===== config.mk =====
export PLATFORM = sky130hd
export DESIGN_NAME = tdc_capture_ctrl_flat
export DESIGN_NICKNAME = d
export VERILOG_FILES = /design/src/rtl/tdc_pkg.sv /design/src/rtl/tdc_capture_ctrl_if.sv /design/src/rtl/tdc_therm_encoder.sv /design/src/rtl/tdc_capture_ctrl.sv /design/src/flat_wrapper.sv
export SDC_FILE = /design/constraint.sdc
export NUM_CORES = 1
export LEC_CHECK = 0
export ABC_CLOCK_PERIOD_IN_PS = 2400
export CORE_MARGIN = 5
export CORE_UTILIZATION = 47
export CTS_BUF_LIST = sky130_fd_sc_hd__clkbuf_16
export DETAILED_ROUTE_END_ITERATION = 12
export PLACE_DENSITY = 0.68
export SYNTH_ARGS = -nofsm -noshare
export SYNTH_HDL_FRONTEND = slang
export SYNTH_HIERARCHICAL = 1
export SYNTH_SLANG_ARGS = --single-unit

===== constraint.sdc =====
create_clock -name clk -period 2.4 [get_ports clk]
set_input_delay 0.36 -clock clk [delete_from_list [all_inputs] [get_ports clk]]
set_output_delay 0.36 -clock clk [all_outputs]
set_load 0.02 [all_outputs]

===== src/rtl/tdc_pkg.sv =====
`default_nettype none
// ---------------------------------------------------------------------------
// tdc_pkg : shared state encoding, defaults and width helper for the TDC
// Revision: 1.0
// ---------------------------------------------------------------------------
package tdc_pkg;

  localparam int DEF_TAPS     = 64;
  localparam int DEF_COARSE_W = 16;
  localparam int DEF_HOLDOFF  = 4;

  typedef enum logic [1:0] {
    ST_IDLE  = 2'd0,
    ST_ARMED = 2'd1,
    ST_DONE  = 2'd2,
    ST_DRAIN = 2'd3
  } tdc_state_e;

  function automatic int clog2(input int value);
    int r;
    r = 0;
    while ((1 << r) < value) r++;
    return r;
  endfunction

endpackage
`default_nettype wire


===== src/rtl/tdc_capture_ctrl_if.sv =====
`default_nettype none
// ---------------------------------------------------------------------------
// tdc_capture_ctrl_if : arm/tap inputs and result valid/ready port
// Revision: 1.0
// ---------------------------------------------------------------------------
interface tdc_capture_ctrl_if
  import tdc_pkg::*;
#(
  parameter int TAPS     = DEF_TAPS,
  parameter int COARSE_W = DEF_COARSE_W
) ();

  localparam int FW = clog2(TAPS + 1);

  logic                arm;
  logic [TAPS-1:0]     taps_q;
  logic                busy;
  logic                arm_err;
  logic                result_valid;
  logic                result_ready;
  logic [COARSE_W-1:0] result_coarse;
  logic [FW-1:0]       result_fine;
  logic                result_overflow;
  logic                result_bubble;

  // Slave is the capture controller; master is the sampler/readout side.
  modport slave (
    input  arm, taps_q, result_ready,
    output busy, arm_err, result_valid, result_coarse, result_fine,
           result_overflow, result_bubble
  );

  modport master (
    output arm, taps_q, result_ready,
    input  busy, arm_err, result_valid, result_coarse, result_fine,
           result_overflow, result_bubble
  );

endinterface
`default_nettype wire


===== src/rtl/tdc_therm_encoder.sv =====
`default_nettype none
// ---------------------------------------------------------------------------
// tdc_therm_encoder : popcount of the tap sample plus thermometer-shape check
// Revision: 1.0
// ---------------------------------------------------------------------------
module tdc_therm_encoder
  import tdc_pkg::*;
#(
  parameter int TAPS = DEF_TAPS
) (
  input  logic [TAPS-1:0]            taps,
  output logic [clog2(TAPS+1)-1:0]   fine,
  output logic                       bubble,
  output logic                       nonzero
);

  localparam int FW = clog2(TAPS + 1);

  logic [FW-1:0]   count;
  logic [TAPS-1:0] ideal;

  // A clean code has exactly `count` ones packed against bit 0.
  always_comb begin
    count = '0;
    ideal = '0;
    for (int i = 0; i < TAPS; i++) count = count + FW'(taps[i]);
    for (int i = 0; i < TAPS; i++) ideal[i] = (FW'(i) < count);
  end

  assign fine    = count;
  assign bubble  = (taps != ideal);
  assign nonzero = |taps;

endmodule
`default_nettype wire


===== src/rtl/tdc_capture_ctrl.sv =====
`default_nettype none
// ---------------------------------------------------------------------------
// tdc_capture_ctrl : arms a coarse counter, captures first non-zero tap
// sample as {coarse, fine, flags}, then waits for the line to drain.
// Revision: 1.0
// ---------------------------------------------------------------------------
module tdc_capture_ctrl
  import tdc_pkg::*;
#(
  parameter int TAPS     = DEF_TAPS,
  parameter int COARSE_W = DEF_COARSE_W,
  parameter int HOLDOFF  = DEF_HOLDOFF
) (
  input  logic               clk,
  input  logic               rst_n,
  tdc_capture_ctrl_if.slave  bus
);

  localparam int FW = clog2(TAPS + 1);
  localparam int HW = clog2(HOLDOFF + 1);
  localparam logic [COARSE_W-1:0] CNT_MAX = {COARSE_W{1'b1}};

  tdc_state_e          state_q, state_d;
  logic [COARSE_W-1:0] cnt_q, cnt_d;
  logic [HW-1:0]       hold_q, hold_d;
  logic [COARSE_W-1:0] coarse_q, coarse_d;
  logic [FW-1:0]       fine_q, fine_d;
  logic                ovf_q, ovf_d;
  logic                bubble_q, bubble_d;
  logic                arm_err_q, arm_err_d;

  logic [FW-1:0]       enc_fine;
  logic                enc_bubble;
  logic                enc_nonzero;

  tdc_therm_encoder #(.TAPS(TAPS)) u_enc (
    .taps    (bus.taps_q),
    .fine    (enc_fine),
    .bubble  (enc_bubble),
    .nonzero (enc_nonzero)
  );

  always_ff @(posedge clk or negedge rst_n) begin
    if (!rst_n) begin
      state_q   <= ST_IDLE;
      cnt_q     <= '0;
      hold_q    <= '0;
      coarse_q  <= '0;
      fine_q    <= '0;
      ovf_q     <= 1'b0;
      bubble_q  <= 1'b0;
      arm_err_q <= 1'b0;
    end else begin
      state_q   <= state_d;
      cnt_q     <= cnt_d;
      hold_q    <= hold_d;
      coarse_q  <= coarse_d;
      fine_q    <= fine_d;
      ovf_q     <= ovf_d;
      bubble_q  <= bubble_d;
      arm_err_q <= arm_err_d;
    end
  end

  always_comb begin
    state_d   = state_q;
    cnt_d     = cnt_q;
    hold_d    = hold_q;
    coarse_d  = coarse_q;
    fine_d    = fine_q;
    ovf_d     = ovf_q;
    bubble_d  = bubble_q;
    // An arm is only honoured from IDLE with a quiet delay line.
    arm_err_d = bus.arm && ((state_q != ST_IDLE) || enc_nonzero);

    case (state_q)
      ST_IDLE: begin
        if (bus.arm && !enc_nonzero) begin
          state_d = ST_ARMED;
          cnt_d   = '0;
        end
      end
      ST_ARMED: begin
        if (enc_nonzero) begin
          coarse_d = cnt_q;
          fine_d   = enc_fine;
          bubble_d = enc_bubble;
          ovf_d    = 1'b0;
          state_d  = ST_DONE;
        end else if (cnt_q == CNT_MAX) begin
          coarse_d = CNT_MAX;
          fine_d   = '0;
          bubble_d = 1'b0;
          ovf_d    = 1'b1;
          state_d  = ST_DONE;
        end else begin
          cnt_d = cnt_q + 1'b1;
        end
      end
      ST_DONE: begin
        if (bus.result_ready) begin
          state_d = ST_DRAIN;
          hold_d  = '0;
        end
      end
      ST_DRAIN: begin
        if (enc_nonzero) begin
          hold_d = '0;
        end else if (hold_q == HW'(HOLDOFF - 1)) begin
          hold_d  = '0;
          state_d = ST_IDLE;
        end else begin
          hold_d = hold_q + 1'b1;
        end
      end
      default: state_d = ST_IDLE;
    endcase
  end

  assign bus.busy            = (state_q != ST_IDLE);
  assign bus.arm_err         = arm_err_q;
  assign bus.result_valid    = (state_q == ST_DONE);
  assign bus.result_coarse   = coarse_q;
  assign bus.result_fine     = fine_q;
  assign bus.result_overflow = ovf_q;
  assign bus.result_bubble   = bubble_q;

endmodule
`default_nettype wire

===== src/flat_wrapper.sv =====
// flat-port wrapper written by rule: the top's interface ports become plain ports
module tdc_capture_ctrl_flat import tdc_pkg::*;
#(
  parameter int TAPS     = DEF_TAPS,
  parameter int COARSE_W = DEF_COARSE_W,
  parameter int HOLDOFF  = DEF_HOLDOFF
)
  (clk, rst_n, bus_arm, bus_taps_q, bus_result_ready, bus_busy, bus_arm_err, bus_result_valid, bus_result_coarse, bus_result_fine, bus_result_overflow, bus_result_bubble);
  tdc_capture_ctrl_if #(.TAPS(TAPS), .COARSE_W(COARSE_W)) bus_i ();
  input  logic clk;
  input  logic rst_n;
  input wire logic [$bits(bus_i.arm)-1:0] bus_arm;
  input wire logic [$bits(bus_i.taps_q)-1:0] bus_taps_q;
  input wire logic [$bits(bus_i.result_ready)-1:0] bus_result_ready;
  output wire logic [$bits(bus_i.busy)-1:0] bus_busy;
  output wire logic [$bits(bus_i.arm_err)-1:0] bus_arm_err;
  output wire logic [$bits(bus_i.result_valid)-1:0] bus_result_valid;
  output wire logic [$bits(bus_i.result_coarse)-1:0] bus_result_coarse;
  output wire logic [$bits(bus_i.result_fine)-1:0] bus_result_fine;
  output wire logic [$bits(bus_i.result_overflow)-1:0] bus_result_overflow;
  output wire logic [$bits(bus_i.result_bubble)-1:0] bus_result_bubble;
  assign bus_i.arm = bus_arm;
  assign bus_i.taps_q = bus_taps_q;
  assign bus_i.result_ready = bus_result_ready;
  assign bus_busy = bus_i.busy;
  assign bus_arm_err = bus_i.arm_err;
  assign bus_result_valid = bus_i.result_valid;
  assign bus_result_coarse = bus_i.result_coarse;
  assign bus_result_fine = bus_i.result_fine;
  assign bus_result_overflow = bus_i.result_overflow;
  assign bus_result_bubble = bus_i.result_bubble;
  tdc_capture_ctrl #(.TAPS(TAPS), .COARSE_W(COARSE_W), .HOLDOFF(HOLDOFF)) u_core (.clk(clk), .rst_n(rst_n), .bus(bus_i));
endmodule

==> reports/metrics.cfg <==
[worst_setup_path]
start_kind = input port
critical_path_required_ns = 2.58
worstPathMaxFanout = 2
critical_path_class = in -> reg
data_arrival_time_of_the_worst_path_ns = 8.09
timing.critical_path.to_type = register
r2r_slack_ns = -0.12
critical_register_to_register_path_endpoint = u_core/state_q[1]
timing.reg2reg.worst_path_depth = 6
rr_startpoint = u_core/cnt_q[1]

[status]
outcome = complete, but fails checks
violated_checks = setup timing

[timing]
achievable-frequency_ghz = 0.1265
fin_skew_ns = 0.003377
setup-violations-final = 46
layout_worst_path_cycle_share_pct = 329.4
maxSlewViolCount = 0
timing_worst_slew_pin_value_ns = 0.9589
fin_tns_setup_ns = -39.45
final_period_minus_worst_setup_slack_ns = 7.905
max-slew-margin-rel_pct = 35.58
finalWorstSetupSlack_ns = -5.505
hold_viol = 0
rsz0062_at_grt = true

[final_layout]
flow.area_growth_from_synthesis_pct = 70.41
layout_common_cells = buf_4, inv_1, buf_6, dfrtp_1, fa_1
layout_commonest_cell = buf_4
layout.filler_cells = 768
layout.nets = 1179
finalCoreUtilization_pct = 82.52
n_antenna_cell = 0
fraction_of_layout_cells_with_a_size_suffix_above_1_pct = 44.79

[routing]
detailroute.via_count = 7664
drt-pass1-iter-count = 6
route.antenna.remaining_nets = 0
detail_route.wirelength_um = 28190
remaining_drc_errors = 0
drt-wirelength-per-cell_um = 23.41
drt_iter0_markers = 1126
detail_route.vias_per_cell = 6.365

[floorplanning]
design.core.area_um2 = 12160
core.rowCount = 40
chipHeight_um = 121.9
fp.dieArea_um2 = 14870
die_w_um = 121.9
effective_utilization_at_floorplan_pct = 48.43
floorplan.io_pins = 96

[logic_synthesis]
synth_seq_area_share_pct = 19.97
synth_fp_nets = 831
ys_warn_count = 6
synthDominantCellAreaShare_pct = 19.97
flops_latches_synth = 47
synthesis.area_per_instance_um2 = 8.573
synth_largest_area_cell = dfrtp_1
async_s_r_ff_share_synth_pct = 100.0
synth-edff-count = 0
yosys-top-cells-area = dfrtp_1, fa_1, inv_1
cell_area_after_synthesis_um2 = 5889
synthesized_instance_count = 687
ys.flop_type = dfrtp_1
synth_cell_types = 77

[cts]
clock_sink_total = 47
cts_tree = yes
cts.htree.levels = 2
ctsRootBufferMaster = clkbuf_16
cts_buffer_depth = 2
insertion_delay_ns = 0.30
numCtsBuffers = 5
clkTransAtPathRegs_ns = 0.07
cts.hold.buffers_added = 0

[global_routing]
pin_count_of_the_biggest_net_entering_global_routing = 33
number_of_global_route_vias_before_repair = 7289
globalRoute.totalOverflow = 0
grt_antenna_before_repair = 0
grt_pass1_wl_um = 39990
grtUsageTotal_pct = 34.97

[worst_hold_path]
min-delay-path-class = in -> async

[place]
preCtsSetupSlack_ns = -6.220
numPortBuffers = 95
globalplace.congestion = 1.066
hpwl_reported_at_the_end_of_detailed_placement_um = 21060

[run]
maxCapViolCount = 0

[per-stage QoR]
stage	cells	area, µm²	hold slack [ns]
3_3_place_gp	1143	8808	0.4346
4_1_cts	1173	9325	0.1506
2_1_floorplan	687	6155	0.06441
6_report	1204	10040	0.1121
5_1_grt	1204	10040	0.1737
3_5_place_dp	1143	8808	0.4598
[layer usage]
metal | GRT usage, % | vias to the layer above | share of wire (%)
li1 | - | 3200 | -
met1 | 47.49 | 3699 | 39
met2 | 54.18 | 613 | 45
met3 | 8.914 | 152 | 11
met4 | 12.68 | 0 | 5.6
met5 | 0 | - | 0
[worst max-delay path by stage]
stage / startpoint / end / slack, ns / depth (start not counted)
after floorplan: bus_taps_q[38] / u_core/bus.result_bubble / -5.16 / 24
after global placement: bus_taps_q[38] / u_core/bus.result_bubble / -6.12 / 26
after global routing: bus_taps_q[34] / u_core/bus.result_bubble / -5.64 / 26
after CTS: bus_taps_q[52] / u_core/bus.result_bubble / -5.53 / 27
after detailed placement: bus_taps_q[38] / u_core/bus.result_bubble / -6.22 / 26
final: bus_taps_q[38] / u_core/bus.result_bubble / -5.50 / 28
[synthesized netlist by cell type, types with 11 or more instances]
cell        n
nand4_1    21
mux2i_1    11
dfrtp_1    47
a21oi_1    36
or4_1      14
nor4_1     26
nand3_1    13
nor3_1     17
nor2_1     35
o21ai_0    24
fa_1       54
nand2_1    38
ha_1       22
o22a_1     15
inv_1     105
o31ai_1    12
clkbuf_1   16
[registers in the layout, indices dropped and copies added (netlist names)]
register and count:
u_core/hold_q 3, u_core/state_q 2, u_core/bus.result_fine 7, u_core/bus.result_overflow 1, u_core/bus.result_coarse 16, u_core/cnt_q 16
u_core/bus.result_bubble 1, u_core/bus.arm_err 1
[final cells by class]
type / count / area, µm² / share of cell area (%)
flip-flops and latches: 47 / 1176 / 11.72
multi-input cells: 509 / 4952 / 49.35
clock buffers: 5 / 125.1 / 1.247
clock inverters: 3 / 43.79 / 0.4364
well taps: 168 / 210.2 / 2.095
inverters: 107 / 415.4 / 4.139
repair buffers: 365 / 3113 / 31.02
[critical path, stage by stage]
cell and delay (ns):
buf_4 0.12, inv_8 0.03, fa_1 0.55, inv_2 0.04, fa_2 0.52, inv_2 0.04, fa_2 0.53, fa_1 0.43
fa_1 0.47, fa_2 0.61, fa_1 0.46, fa_1 0.51, inv_2 0.05, ha_4 0.16, fa_2 0.36, buf_6 0.14
a211oi_4 0.26, nor3b_2 0.09, buf_4 0.15, o22ai_4 0.14, buf_6 0.13, a41oi_2 0.03, a211o_1 0.24, or4_4 0.54
or4_4 0.50, a2111oi_4 0.20, nand4_1 0.16, a22o_1 0.25
[cells by family after synthesis]
| logic type | after synthesis | share of synthesized area [%] |
|---|---|---|
| compound gates | 195 | 24.09 |
| xor+xnor | 8 | 1.317 |
| fa+ha+maj | 76 | 23.03 |
| buf+inv | 132 | 8.859 |
| flops | 47 | 19.97 |
| mux | 14 | 2.443 |
| simple gates | 215 | 20.29 |
[what timing repair did]
| action | 4_1_cts | 5_1_grt |
|---|---|---|
| setup endpoints to repair | 47 | 47 |
| pin swaps | 54 | 75 |
| buffers inserted | 22 | 35 |
| cloned | 0 | 1 |
| gates resized for setup | 158 | 175 |
Power is not shown: default switching activity piles up to over one toggle a cycle in this logic, so the estimate is an artifact.
